### config.mk
export PLATFORM = sky130hd
export DESIGN_NAME = mac_fetch_sequencer
export DESIGN_NICKNAME = d
export VERILOG_FILES = /design/src/rtl/mac_fetch_sequencer.sv
export SDC_FILE = /design/constraint.sdc
export NUM_CORES = 1
export LEC_CHECK = 0
export BUFFER_PORTS_ARGS = -buffer_cell sky130_fd_sc_hd__buf_4
export CAP_MARGIN = 10
export CORE_ASPECT_RATIO = 0.5
export CORE_UTILIZATION = 40
export CTS_BUF_LIST = sky130_fd_sc_hd__clkbuf_8 sky130_fd_sc_hd__clkbuf_16
export DETAILED_ROUTE_END_ITERATION = 6
export PLACE_DENSITY = 0.76
export RECOVER_POWER = 25
export SLEW_MARGIN = 10
export SYNTH_ARGS = -nofsm -noshare
export SYNTH_HDL_FRONTEND = slang
export SYNTH_SLANG_ARGS = --single-unit
### constraint.sdc
create_clock -name clk -period 2.2 [get_ports clk]
set_input_delay 0.22 -clock clk [delete_from_list [all_inputs] [get_ports clk]]
set_output_delay 0.22 -clock clk [all_outputs]
set_load 0.05 [all_outputs]
### src/rtl/mac_fetch_sequencer.sv
// Sequences int8 SIMD dot products: fetches input/filter word pairs over Wishbone, steps the MAC datapath once per pair.
// Latency 3*N+1 cycles on a zero-wait bus (+1 per wait state); holds the result until done_ready, accepts no command meanwhile.
module mac_fetch_sequencer #(
   parameter int LEN_W   = 16,
   parameter int TIMEOUT = 255
) (
   input  logic             clk,
   input  logic             reset,
   input  logic             start_valid,
   output logic             start_ready,
   input  logic [31:0]      start_input_addr,
   input  logic [31:0]      start_filter_addr,
   input  logic [LEN_W-1:0] start_len,
   output logic             done_valid,
   input  logic             done_ready,
   output logic [31:0]      done_sum,
   output logic             done_err,
   output logic             mac_clear,
   output logic             mac_en,
   output logic [31:0]      mac_a,
   output logic [31:0]      mac_b,
   input  logic [31:0]      mac_acc,
   output logic [29:0]      cfu_ram_adr,
   output logic [31:0]      cfu_ram_dat_mosi,
   output logic [3:0]       cfu_ram_sel,
   output logic             cfu_ram_cyc,
   output logic             cfu_ram_stb,
   output logic             cfu_ram_we,
   output logic [2:0]       cfu_ram_cti,
   output logic [1:0]       cfu_ram_bte,
   input  logic [31:0]      cfu_ram_dat_miso,
   input  logic             cfu_ram_ack,
   input  logic             cfu_ram_err
);

   typedef enum logic [2:0] {IDLE, FETCH_A, FETCH_B, MAC, RESP} state_t;

   localparam logic [15:0] TMO_LAST = 16'(TIMEOUT - 1);

   state_t           state;
   logic [29:0]      a_ptr;
   logic [29:0]      b_ptr;
   logic [LEN_W-1:0] remaining;
   logic [31:0]      a_reg;
   logic [31:0]      b_reg;
   logic [15:0]      tmo_cnt;
   logic             err_q;
   logic             fetching;
   logic             abort;
   logic             unused_addr_lsbs;

   assign fetching = (state == FETCH_A) || (state == FETCH_B);
   // err beats a simultaneous ack; timeout fires on the TIMEOUT-th silent cycle
   assign abort    = fetching && (cfu_ram_err || (!cfu_ram_ack && tmo_cnt == TMO_LAST));

   always_ff @(posedge clk) begin
      if (!reset) begin
         state     <= IDLE;
         a_ptr     <= '0;
         b_ptr     <= '0;
         remaining <= '0;
         a_reg     <= '0;
         b_reg     <= '0;
         tmo_cnt   <= '0;
         err_q     <= 1'b0;
      end else begin
         case (state)
            IDLE: begin
               if (start_valid) begin
                  a_ptr     <= start_input_addr[31:2];
                  b_ptr     <= start_filter_addr[31:2];
                  remaining <= start_len;
                  err_q     <= 1'b0;
                  tmo_cnt   <= '0;
                  state     <= (start_len == '0) ? RESP : FETCH_A;
               end
            end
            FETCH_A, FETCH_B: begin
               if (abort) begin
                  err_q <= 1'b1;
                  state <= RESP;
               end else if (cfu_ram_ack) begin
                  tmo_cnt <= '0;
                  if (state == FETCH_A) begin
                     a_reg <= cfu_ram_dat_miso;
                     state <= FETCH_B;
                  end else begin
                     b_reg <= cfu_ram_dat_miso;
                     state <= MAC;
                  end
               end else begin
                  tmo_cnt <= tmo_cnt + 16'd1;
               end
            end
            MAC: begin
               a_ptr     <= a_ptr + 30'd1;
               b_ptr     <= b_ptr + 30'd1;
               remaining <= remaining - LEN_W'(1);
               tmo_cnt   <= '0;
               state     <= (remaining == LEN_W'(1)) ? RESP : FETCH_A;
            end
            RESP: begin
               if (done_ready) state <= IDLE;
            end
            default: state <= IDLE;
         endcase
      end
   end

   assign start_ready      = (state == IDLE);
   assign mac_clear        = (state == IDLE) && start_valid;
   assign mac_en           = (state == MAC);
   assign mac_a            = a_reg;
   assign mac_b            = b_reg;
   assign done_valid       = (state == RESP);
   assign done_sum         = mac_acc;
   assign done_err         = err_q;

   assign cfu_ram_cyc      = fetching;
   assign cfu_ram_stb      = fetching;
   assign cfu_ram_adr      = (state == FETCH_B) ? b_ptr : a_ptr;
   assign cfu_ram_dat_mosi = 32'd0;
   assign cfu_ram_sel      = 4'b1111;
   assign cfu_ram_we       = 1'b0;
   assign cfu_ram_cti      = 3'd0;
   assign cfu_ram_bte      = 2'd0;

   assign unused_addr_lsbs = ^{start_input_addr[1:0], start_filter_addr[1:0]};

endmodule

==> results.yml <==
outcome:
  outcome: "finished, final reports clean"
logic_synthesis:
  synth_edf_count: 0
  ys_types: 67
  synthArstFlopShare: 0
  seq_area_frac_synth: 0.373
  syn_inst: 1118
  synth_seq_cells: 160
  synthFlopType: "dfxtp_1"
  syn_area_um2: 8590
  avgSynthCellArea_um2: 7.68
  yosysWarningCount: 0
critical_path:
  crit_path_start_kind: "register"
  worstPathMaxFanout: 8
  path_class: "register to primary output"
  rrSetupSlack_ns: 0.08
  r2r_start: "state[0]"
  worstPathArrival_ns: 1.97
  required_ns: 1.98
  reg2reg_to: "b_ptr[29]"
  endpoint_kind: "primary output"
  r2r_cells: 8
routing:
  via_per_inst: 5.65
  final_antenna_net_count: 0
  drt_pass1_iterations: 6
  post_drt_wl_per_cell_um: 17.9
  vias: 9029
  drt_wl_total_um: 28600
  drtIter0Drc: 784
  drc: 0
final_layout:
  layout-drive-gt1-share: 0.263
  antennaDiodeCount: 0
  fin_cells: 1597
  area_delta_synth_final_pct: 32.7
  nNetsFinal: 1467
  final_core_utilization: 0.548
clocking:
  cts_tree: "done"
  clk_path_buf_depth: 2
  cts_sinks: 160
  cts-root-buf: "clkbuf_16"
  clkLatencyLatePin_ns: 0.43
  cts_max_level: 4
  cts_buffers: 17
  clk_pin_slew_ns: 0.07
worst_hold_path:
  hold_start: "start_input_addr[23]"
  hold_depth: 3
  min_to: "a_ptr[21]"
  min-delay-path-class: "input port to register"
power:
  power_uw: 8370
  leakagePower_uw: 0.00433
  max-vdd-ir-drop_mv: 0.423
  power.density_nw_per_um2: 735
grt:
  track_usage: 0.249
  met1_usage: 0.307
  grt_pass1_vias: 8544
  grt_pass1_wl_um: 44500
  grt_use_met2: 0.429
  antenna_found_initial: 0
  overflow: 0
  grt.busiest_layer: "met2"
  grt_util_met3: 0.0483
  grt_start_max_net_pins: 42
sta:
  final.min_clock_period_ns: 2.19
  worst_pin_slew_ns: 0.678
  rsz0062_at_grt: "true"
  maxSlewHeadroom: 0.550
  clock_skew_ns: 0.0130
  hold_viol: 0
  timing.final.crit_share: 0.995
  holdWs_ns: 0.0485
  setup_viol_count_final: 0
  slew_viol_final: 0
  fmaxAchievable_ghz: 0.457
die:
  die_area_um2: 22100
  die_h_um: 106
  start_util: 0.413
  num_io_pins: 325
  fp-row-count: 37
  core_um2: 20800
  dieWidth_um: 209
placement:
  dp_hpwl_um: 19200
  port_buffers: 214
  dp.cells: 1548
  routabilityCongestion: 0.859
job:
  max_cap_violations: 0
## critical path, stage by stage (launching register included)
cell      delay, ns
dfxtp_4        0.36
buf_6          0.12
nand2b_4       0.15
nor2_4         0.12
buf_12         0.15
buf_16         0.16
mux2_4         0.32
buf_8          0.15
## state kept, by name, summed over array words and instances (netlist names)
| name | flops |
|---|---|
| a_ptr | 30 |
| b_ptr | 30 |
| done_err | 1 |
| mac_a | 32 |
| mac_b | 32 |
| remaining | 16 |
| state | 3 |
| tmo_cnt | 16 |
## worst max path at each step
stage,startpoint,end,slack [ns],depth (start not counted)
floorplan,state[0],cfu_ram_adr[12],-0.28,5
global placement,state[2],tmo_cnt[15],-0.02,6
detailed placement,state[2],tmo_cnt[15],-0.14,6
CTS,state[0],cfu_ram_adr[5],-0.03,7
global route,state[0],cfu_ram_adr[18],-0.04,7
finish,state[0],cfu_ram_adr[18],0.01,7
## what timing repair did
action                                  in CTS  in global routing
pin swaps                                    1                  1
gates cloned                                 5                  1
endpoints found under the setup margin      44                 45
hold endpoints to repair                     0                  0
gates resized for setup                     89                 23
buffers inserted                             9                  2
hold buffers                                 0                  0
## through the flow
step / TNS, ns / area (um2) / worst slack, ns
6_report: 0 / 11400 / 0.0121
3_3_place_gp: -0.0604 / 10300 / -0.0233
5_1_grt: -0.588 / 11400 / -0.0350
3_5_place_dp: -1.23 / 10300 / -0.136
2_1_floorplan: -0.838 / 8740 / -0.279
4_1_cts: -0.0697 / 11400 / -0.0289
## layout by cell type, fill, tap and decap left out, types with 7 or more instances in the layout
| cell | synthesis | layout |
|---|---|---|
| a21oi_1 | 135 | 135 |
| a22oi_1 | 13 | 13 |
| a311oi_1 | 8 | 8 |
| a31oi_1 | 13 | 13 |
| and2_1 | 8 | 8 |
| and3_1 | 7 | 7 |
| buf_4 | 75 | 207 |
| buf_8 | 0 | 26 |
| clkbuf_1 | 65 | 35 |
| clkbuf_16 | 0 | 18 |
| conb_1 | 2 | 42 |
| dfxtp_1 | 160 | 159 |
| inv_1 | 17 | 16 |
| mux2_4 | 0 | 27 |
| nand2_1 | 217 | 216 |
| nand3_1 | 34 | 34 |
| nand3b_1 | 7 | 7 |
| nand4_1 | 20 | 20 |
| nor2_1 | 55 | 53 |
| nor3_1 | 35 | 32 |
| nor4_1 | 19 | 15 |
| o211ai_1 | 20 | 20 |
| o21a_1 | 7 | 7 |
| o21ai_0 | 37 | 36 |
| or3_1 | 17 | 15 |
## power by group
part | internal, uW | switching [uW]
Combinational | 839 | 1300
Sequential | 3070 | 206
Clock | 1610 | 1340
Total | 5520 | 2850
## area by class of cell
class / instances / area (um2)
fill: 1885 / 9390
multi-input combinational: 832 / 4830
sequential: 160 / 3210
timing repair buffer: 283 / 2370
clock buffer: 18 / 439
tap: 273 / 342
clock inverter: 14 / 133
inverter: 17 / 68.8
## logic make-up (layout without fill, tap and decap cells)
logic type,after synthesis,after routing,synth area share
AND/OR/NAND/NOR,459,459,0.256
AO/OA/AOI/OAI,284,284,0.203
buffers and inverters,166,332,0.106
flip-flops,160,160,0.373
multiplexers,37,37,0.0479
adder cells (fa/ha/maj),6,6,0.00874
XOR/XNOR,4,4,0.00408
other,2,42,0.000875
## synth_stat cells, drive strengths merged, types with 7 or more instances
library cell  instances  area share
nand2               217       0.095
dfxtp               160        0.37
a21oi               135       0.079
buf                  84       0.070
clkbuf               65       0.028
nor2                 55       0.024
o21ai                37       0.022
nor3                 36       0.022
nand3                34       0.020
mux2                 33       0.043
nand4                22       0.017
o211ai               20       0.017
nor4                 19       0.014
or3                  18       0.013
inv                  17      0.0074
a22oi                13       0.011
a31oi                13      0.0095
or4                  11       0.011
and2                  9      0.0066
a311oi                8      0.0082
and3                  7      0.0051
nand3b                7      0.0061
o21a                  7      0.0061
## layer usage
metal | up-vias | routed length [um]
met3 | 63 | 2030
met2 | 415 | 14000
met5 | - | 0
met1 | 4271 | 11900
met4 | 0 | 680
li1 | 4280 | -
(Power assumes the default switching activity.)
